**src/rtl/obstacle_pkg.sv**
```systemverilog
// Shared obstacle types and tuning constants for the obstacle spawner and its
// type picker.
package obstacle_pkg;

    typedef enum logic [1:0] {
        NONE         = 2'd0,
        CACTUS_SMALL = 2'd1,
        CACTUS_LARGE = 2'd2,
        PTERODACTYL  = 2'd3
    } type_t;

    typedef enum logic [2:0] {
        IDLE,
        WAIT_TICK,
        PICK,
        ARM,
        CRASHED
    } spawner_state_t;

    localparam int SPEED_SCALE     = 1000;
    localparam int GAME_WIDTH      = 640;
    localparam int N_TYPES         = 3;
    localparam int MAX_DUPLICATION = 2;
    localparam int SETTLE_CYCLES   = 3;

    // Horizon speed each type needs before it may appear, indexed by type_t.
    localparam logic [14:0] MIN_SPEED [4] = '{15'd0, 15'd0, 15'd0, 15'(7 * SPEED_SCALE)};

    function automatic type_t next_type(input type_t t);
        case (t)
            CACTUS_SMALL: return CACTUS_LARGE;
            CACTUS_LARGE: return PTERODACTYL;
            default:      return CACTUS_SMALL;
        endcase
    endfunction

endpackage

```
**src/rtl/obstacle_type_picker.sv**
```systemverilog
// Decides whether the current candidate obstacle type may be issued and which
// type to try next when it may not.
module obstacle_type_picker
    import obstacle_pkg::*;
(
    input  type_t       candidate,
    input  logic [14:0] speed,
    input  type_t       history [MAX_DUPLICATION],
    input  logic [1:0]  tries,
    output logic        accept,
    output type_t       chosen,
    output type_t       next_candidate
);

    logic too_slow;
    logic repeated;

    // After every type has been tried, fall back to the small cactus.
    always_comb begin
        too_slow = (candidate == PTERODACTYL) && (speed < MIN_SPEED[PTERODACTYL]);
        repeated = 1'b1;
        for (int i = 0; i < MAX_DUPLICATION; i++) begin
            if (history[i] != candidate) begin
                repeated = 1'b0;
            end
        end
        if (tries == 2'(N_TYPES - 1)) begin
            accept = 1'b1;
            chosen = CACTUS_SMALL;
        end else begin
            accept = !too_slow && !repeated;
            chosen = candidate;
        end
        next_candidate = next_type(candidate);
    end

endmodule

```
**src/rtl/obstacle_spawner.sv**
```systemverilog
// Chooses when to spawn a new obstacle, which type it is and which free slot
// runs it, handshaking with the slots through slot_start/update.
module obstacle_spawner
    import obstacle_pkg::*;
#(
    parameter int N_SLOTS = 3
) (
    input  logic                clk,
    input  logic                rst,
    input  logic                enable,
    input  logic                update,
    input  logic                crash,
    input  logic [14:0]         speed,
    input  logic [10:0]         rng_data,
    input  logic [N_SLOTS-1:0]  slot_remove,
    input  logic [10:0]         slot_gap   [N_SLOTS],
    input  logic signed [10:0]  slot_x_pos [N_SLOTS],
    input  logic [9:0]          slot_width [N_SLOTS],
    output logic [N_SLOTS-1:0]  slot_start,
    output type_t               slot_typ   [N_SLOTS],
    output logic [N_SLOTS-1:0]  active
);

    localparam int IDX_W = (N_SLOTS > 1) ? $clog2(N_SLOTS) : 1;
    localparam int SET_W = $clog2(SETTLE_CYCLES + 1);
    localparam logic signed [12:0] GAME_EDGE = 13'(GAME_WIDTH);

    spawner_state_t   state;
    logic [IDX_W-1:0] target;
    logic [IDX_W-1:0] newest;
    type_t            candidate;
    logic [1:0]       tries;
    type_t            history [MAX_DUPLICATION];
    logic [SET_W-1:0] settle  [N_SLOTS];

    logic [IDX_W-1:0]  free_idx;
    logic              any_free;
    logic signed [12:0] edge_pos;
    logic              spawn_needed;
    type_t             seed;
    logic              accept;
    type_t             chosen;
    type_t             next_candidate;

    // Lowest-index free slot wins because it is assigned last.
    always_comb begin
        free_idx = '0;
        any_free = 1'b0;
        for (int k = N_SLOTS - 1; k >= 0; k--) begin
            if (!active[k]) begin
                free_idx = IDX_W'(k);
                any_free = 1'b1;
            end
        end
    end

    // Trailing edge of the newest obstacle plus its gap, sign-extended to 13 bits.
    always_comb begin
        edge_pos = {{2{slot_x_pos[newest][10]}}, slot_x_pos[newest]}
                 + {3'b000, slot_width[newest]}
                 + {2'b00, slot_gap[newest]};
        spawn_needed = (active == '0)
                    || (active[newest] && (settle[newest] == '0) && (edge_pos < GAME_EDGE));
        seed = type_t'(2'(rng_data % 11'd3) + 2'd1);
    end

    obstacle_type_picker u_picker (
        .candidate      (candidate),
        .speed          (speed),
        .history        (history),
        .tries          (tries),
        .accept         (accept),
        .chosen         (chosen),
        .next_candidate (next_candidate)
    );

    always_ff @(posedge clk) begin
        if (!rst) begin
            state      <= IDLE;
            slot_start <= '0;
            active     <= '0;
            target     <= '0;
            newest     <= '0;
            candidate  <= NONE;
            tries      <= '0;
            for (int k = 0; k < N_SLOTS; k++) begin
                slot_typ[k] <= NONE;
                settle[k]   <= '0;
            end
            for (int i = 0; i < MAX_DUPLICATION; i++) begin
                history[i] <= NONE;
            end
        end else begin
            for (int k = 0; k < N_SLOTS; k++) begin
                if (settle[k] != '0) begin
                    settle[k] <= settle[k] - 1'b1;
                end
            end

            // A remove left over from the slot's previous run is ignored while it settles.
            if (state != CRASHED) begin
                for (int k = 0; k < N_SLOTS; k++) begin
                    if (slot_remove[k] && (settle[k] == '0)) begin
                        active[k] <= 1'b0;
                    end
                end
            end

            case (state)
                IDLE: begin
                    if (enable) begin
                        state <= WAIT_TICK;
                    end
                end
                WAIT_TICK: begin
                    if (update && spawn_needed && any_free) begin
                        candidate <= seed;
                        tries     <= '0;
                        state     <= PICK;
                    end
                end
                PICK: begin
                    if (accept) begin
                        target             <= free_idx;
                        slot_typ[free_idx] <= chosen;
                        candidate          <= chosen;
                        for (int k = 0; k < N_SLOTS; k++) begin
                            slot_start[k] <= (IDX_W'(k) == free_idx);
                        end
                        state <= ARM;
                    end else begin
                        candidate <= next_candidate;
                        tries     <= tries + 2'd1;
                    end
                end
                ARM: begin
                    if (update) begin
                        active[target] <= 1'b1;
                        newest         <= target;
                        settle[target] <= SET_W'(SETTLE_CYCLES);
                        history[0]     <= candidate;
                        for (int i = 1; i < MAX_DUPLICATION; i++) begin
                            history[i] <= history[i-1];
                        end
                        slot_start <= '0;
                        state      <= WAIT_TICK;
                    end
                end
                CRASHED: begin
                end
                default: begin
                    state <= IDLE;
                end
            endcase

            if (crash) begin
                state      <= CRASHED;
                slot_start <= '0;
            end
        end
    end

endmodule

```
**config.mk**
```make
export PLATFORM = sky130hd
export DESIGN_NAME = obstacle_spawner
export DESIGN_NICKNAME = d
export VERILOG_FILES = /design/src/rtl/obstacle_pkg.sv /design/src/rtl/obstacle_type_picker.sv /design/src/rtl/obstacle_spawner.sv
export SDC_FILE = /design/constraint.sdc
export NUM_CORES = 1
export LEC_CHECK = 0
export BUFFER_PORTS_ARGS = -buffer_cell sky130_fd_sc_hd__buf_2
export CAP_MARGIN = 20
export CORE_MARGIN = 4
export CORE_UTILIZATION = 52
export CTS_BUF_LIST = sky130_fd_sc_hd__clkbuf_4 sky130_fd_sc_hd__clkbuf_8
export DETAILED_ROUTE_END_ITERATION = 16
export PLACE_DENSITY = 0.89
export SYNTH_ARGS = -nofsm -noshare
export SYNTH_HDL_FRONTEND = slang
export SYNTH_HIERARCHICAL = 1
export SYNTH_SLANG_ARGS = --single-unit
```
**constraint.sdc**
```tcl
create_clock -name clk -period 5.8 [get_ports clk]
set_input_delay 0.58 -clock clk [delete_from_list [all_inputs] [get_ports clk]]
set_output_delay 0.58 -clock clk [all_outputs]
set_load 0.05 [all_outputs]
```
# Word level (Yosys, flattened, before mapping)
# Memory sizes are Yosys's and may differ from the RTL's. A register that Yosys moved wholly into a read port is not among the register bits.
# Cells that the tools add are included.
[word_totals]
wordCells = 163
mem_count = 1
regBits = 27
mem_bits_rw = 6
output_inout_bits = 12
[op_classes]
div_mod_pow = 1
magnitude_cmp = 8
n_reduce_logical = 34
n_mux = 68
add_sub_neg = 7
bitwise = 8
n_eq_ne = 23
[mem_list]
columns = ["memory", "depth", "width", "rd", "rd_clocked_by_memory_dff", "wr", "line_no", "text"]
rows = [
  ["settle", 3, 2, 4, 1, 4, "obstacle_spawner.sv:34", "logic [SET_W-1:0] settle [N_SLOTS];"],
]
[op_table]
columns = ["operator", "count"]
rows = [
  ["binary-select mux 11 bit (select 2 bit)", 2],
  ["2-to-1 mux 11 bit", 4],
  ["2-to-1 mux 3 bit", 11],
  ["2-to-1 mux 2 bit", 14],
  ["2-to-1 mux 1 bit", 25],
  ["binary-select mux 10 bit (select 2 bit)", 1],
  ["2-to-1 mux 10 bit", 2],
  ["< comparator 15 x 13 -> 1 bit (second input constant)", 1],
  ["!= test 3 bit (second input constant)", 5],
  ["case mux 3 bit (5 select lines)", 1],
  ["adder 12 x 12 -> 13 bit", 1],
  ["< comparator 13 x 11 -> 1 bit (second input constant)", 1],
  ["adder 11 x 11 -> 12 bit", 1],
  ["!= test 2 bit (second input constant)", 6],
  ["case mux 2 bit (2 select lines)", 3],
  ["logical AND 1 bit", 11],
  ["modulo 11 x 2 -> 11 bit (second input constant)", 1],
  ["zero test 2 bit", 5],
  ["AND reduction 5 bit", 2],
  ["nonzero test 2 bit", 5],
  ["bitwise mux 6 bit", 1],
  ["== test 2 bit (second input constant)", 3],
  ["== test 3 x 2 -> 1 bit (second input constant)", 2],
  ["greater-or-equal comparator 3 bit (second input constant)", 2],
  ["25 further kinds", 39],
]

# Longest topological paths before layout
[logic_depth]
word_depth = 14
depth_mapped = 20
mapped_depth_nobuf = 17

# By module
# Netlist, hierarchy kept.
[modules_own_cells]
columns = ["module", "area_per_inst_um2", "n_inst", "cells_each", "seq_area_each_um2"]
rows = [
  ["obstacle_spawner", 3691.0, 1, 467, 700.7],
  ["obstacle_type_picker", 128.9, 1, 21, 0.0],
]

# Least setup slack after synthesis
# OpenSTA, ideal clock, no wires.
[synth_path]
kind = "input port to flip-flop"
from = "input rng_data[6]"
to = "register candidate[1]"
arrival_ps = 4684
setup_slack_ps = 971
setup_time_ps = 144
path_stages = 20
t_required_ps = 5656
path_cell_list = "buf_6 > and4_1 > nor3_1 > a311oi_2 > or3_4 > buf_6 > xnor2_1 > o211ai_1 > a211o_1 > ha_1 > clkbuf_1 > inv_1 > nor3_1 > mux2_4 > or4_4 > nor4b_4 > mux2i_2 > mux2_4 > a211oi_2 > o31ai_1"
[synth_via]
elab_chain_len = 4
[synth_rtl]
columns = ["item", "line_no", "text"]
rows = [
  ["from (decl)", "obstacle_spawner.sv:14", "input logic [10:0] rng_data,"],
  ["modulo 11 x 2 -> 11 bit", "obstacle_spawner.sv:64", "seed = type_t'(2'(rng_data % 11'd3) + 2'd1);"],
  ["adder 2 x 1 -> 2 bit", "obstacle_spawner.sv:64", ""],
  ["2-to-1 mux 2 bit", "obstacle_spawner.sv:116", "if (update && spawn_needed && any_free) begin"],
  ["case mux 2 bit (2 select lines)", "obstacle_spawner.sv:109", "case (state)"],
  ["to (signal assigned)", "obstacle_spawner.sv:126", "candidate <= chosen;"],
  ["to (signal assigned)", "obstacle_spawner.sv:132", "candidate <= next_candidate;"],
  ["to (decl)", "obstacle_spawner.sv:31", "type_t candidate;"],
]
# No other way between the ends. The select of a mux whose other input is x is not followed.
# A chain may end at the register's enable or synchronous reset.

# Worst setup path in the final report
# Ends and elaborated chain as after synthesis.

==> results by group <==
Floorplanning
  – Die Y: 93.7 um
  – I/O pins: 142
  – Core area: 6980 um2
  – Die area: ~9000 um2
  – Initial Utilization: about 55%
  – Die Span X: about 94 um
  – Core Rows: 30

Synthesis
  – #FFs+latches synth: 35
  – Top cells by area, synth: dfxtp_1, mux2i_1, nand2_1
  – Share of the synthesized area in the top cell type: between 10% and 20%
  – Adder-cell share of the synthesized area: 10.9%
  – Ys flop type: dfxtp_1
  – Syn Inst Count: approximately 490
  – Post-Syn Nets: 646
  – Distinct cells, synth: 80
  – Yosys warns: 6
  – Post-synthesis sequential area ratio: 18.3%
  – Mux share of post-synthesis cell area: 14.3%
  – Syn avg cell area: 7.83 um2
  – Largest area contributor in the netlist: dfxtp_1
  – Simple-gate area share of the yosys netlist: 25.4%
  – Largest family of logic cells by synthesized area: simple AND/OR/NAND/NOR gates
  – Synth Area in Compound Gates: between 20% and 30%
  – Async SR Flop Fraction: 0%
  – Post-synth EDFFs: 0
  – Mapped cell area: 3820 um2
  – XOR/XNOR Fraction of Synth Area: 2.75%

Finish
  – Commonest non-fill, non-tap cell in the layout: buf_2
  – Layout Nets: approximately 770
  – Area delta synth->final: 20.9%
  – Most frequent cells in the layout: buf_2, nand2_1, mux2i_1, o21ai_0, dfxtp_1
  – Fillers: 581
  – Final core occ: 66.2%
  – Number of diodes: 0
  – Design Area, Final: 4620 um2
  – Layout cells sized above 1: 28.4%

STA
  – Post-route minimum period: roughly 5 ns
  – Worst Tran Pin Value: 0.826 ns
  – Endpoints failing setup: 0
  – Setup slack after layout: 0.800 ns
  – Setup TNS: 0 ns
  – Final Hold Fails: 0
  – Clock skew: ~0.0066 ns
  – Fin crit share: 86.2%
  – Fin. max-slew vios: 0
  – Slew HR: 44.7%
  – RSZ-0062 raised after global routing: no
  – F_max: 200 MHz

Drt
  – Vias per cell: 5.74
  – DRC viols: 0
  – Routed WL per cell: 14.3 um
  – Pre-antenna DRT Iters: 5
  – Post-Route WL: 10.1 mm
  – Starting DRT DRC Count: 189
  – Routed via count: approximately 4000
  – Post-route antenna net violation count: 0

Placement
  – Port Buffers: 138
  – Dpl hpwl: 7.94 mm
  – GP Congestion: 0.859
  – Worst slack at placement: ~0.57 ns
  – Cell area after placement: about 4500 um2

Worst setup path
  – Critical path class: in2reg
  – Worst r2r src: newest[0]
  – CP peak stage delay: between 0.5 and 0.6 ns
  – Crit start category: primary input
  – CP startpoint: rng_data[6]
  – Max FO, Critical Path: 13
  – Worst reg2reg path depth: 15
  – Crit. End Element: register
  – Worst path most repeated cell: mux2_4
  – Slowest CP cell: or4_4
  – Arr. time, crit path: 5.14 ns
  – Critical Path RT: 5.94 ns
  – Crit-path cells: buf_2 -> nor3b_2 -> o21bai_1 -> a311oi_2 -> or3_4 -> xnor2_1 -> o211ai_1 -> a211o_1 -> ha_1 -> inv_1 -> nor3_1 -> mux2_4 -> or4_4 -> nor4b_4 -> mux2i_2 -> mux2_4 -> a211oi_2 -> o31ai_1
  – Crit Reg-Reg Endpoint: tries[1]
  – R2R setup slack: 1.24 ns

Clock tree
  – CTS Buf Count: 5
  – Post-CTS sizing: 0
  – Postcts setup bufs: 0
  – Insertion delay to the later sink of the worst-skew pair: 0.29 ns
  – CTS tree: built
  – Max clock buf depth: 2
  – CTS root buf: clkbuf_8
  – Clock-pin transition on the worst setup and hold timing paths: 0.07 ns
  – Post-CTS Hold Buffers: 0
  – H-tree depth: 2
  – Clock sink total: 35

GRT
  – Initial antenna violation count: 0
  – Largest net degree at the start of global routing: 37
  – Grt met3 use: 4.65%
  – Met2 Track Usage GR: between 40% and 50%
  – First-pass GRT wire length: 16.6 mm
  – Gr ovfl total: 0
  – Grt met1 use: a little under a quarter
  – Vias in the first global route: 4090
  – All-Layer GR Usage: 22.3%
  – Gr busiest metal: met2

Pwr
  – PD cells: ~160 nW/um2
  – Worst VDD drop: ~90 uV
  – Leak: 1.98 nW

Worst hold path
  – Worst Hold Path Cells: 2
  – Worst hold-check path type: reg2reg
  – Hold EP: slot_start[2]
  – Worst hold start: slot_start[2]

Flow run
  – Max Cap Viol: 0

Outcome
  – Status: complete, no violations
==> layer usage <==
metal	vias to the layer above	part of all wire (%)
met5	-	0
met4	0	1.7
met3	21	8.1
met2	167	53
met1	1856	37
li1	2003	-
==> worst max-delay path by stage <==
| stage | end | slack [ns] | cells after the start |
|---|---|---|---|
| global placement | candidate[1] | 0.77 | 18 |
| finish | candidate[1] | 0.80 | 18 |
| floorplan | candidate[1] | 0.97 | 20 |
| global route | candidate[1] | 0.55 | 18 |
| CTS | candidate[1] | 0.85 | 18 |
| detailed placement | candidate[1] | 0.57 | 18 |
==> kinds of logic after synthesis <==
logic type,count (synthesis)
mux,53
buf+inv,50
fa+ha+maj,28
compound gates,126
xor+xnor,12
simple gates,184
flops,35
==> Yosys cell counts, types with 5 or more instances <==
master / number
nand3_1: 15
a21oi_1: 19
nor2_1: 25
mux2i_1: 49
clkbuf_1: 18
dfxtp_1: 35
fa_1: 9
nor3_1: 12
a31oi_1: 8
xnor2_1: 8
nand2_1: 70
nor2b_1: 19
ha_1: 19
inv_1: 21
nand2b_1: 5
o21ai_0: 43
==> critical path, delay by kind of cell <==
family	cells	cell delay, ns
AND/OR/NAND/NOR	5	1.62
adder cells (fa/ha/maj)	1	0.31
AO/OA/AOI/OAI	6	1.31
buffers and inverters	2	0.42
multiplexers	3	0.75
XOR/XNOR	1	0.14
==> registers in the layout, summed over array words and instances (netlist names), named ones only <==
signal / cells
target: 2
tries: 2
settle: 6
candidate: 2
history: 4
newest: 2
slot_typ: 6
slot_start: 3
active: 3
state: 3
==> per-stage QoR <==
stage | total power, mW | hold slack, ns | cells
after detailed placement | 0.544 | 0.444 | 696
after floorplan | 0.465 | 0.453 | 488
after CTS | 0.718 | 0.454 | 704
after global placement | 0.529 | 0.448 | 696
after global routing | 0.768 | 0.479 | 705
final | 0.717 | 0.456 | 705
==> cell type report <==
cell class | count | area (um2) | share of cell area (%)
Inverter | 22 | 82.6 | 1.79
Timing Repair Buffer | 141 | 721 | 15.6
Sequential cell | 35 | 702 | 15.2
Multi-Input combinational cell | 403 | 2910 | 62.9
Clock inverter | 1 | 5.00 | 0.108
Tap cell | 96 | 120 | 2.60
Clock buffer | 7 | 83.8 | 1.81
==> where the power goes <==
| group | switching, mW | internal, mW |
|---|---|---|
| logic | 0.149 | 0.140 |
| clock network | 0.0813 | 0.0935 |
| registers | 0.00612 | 0.246 |
| total | 0.236 | 0.480 |
Power figures use the tool's default switching activity.
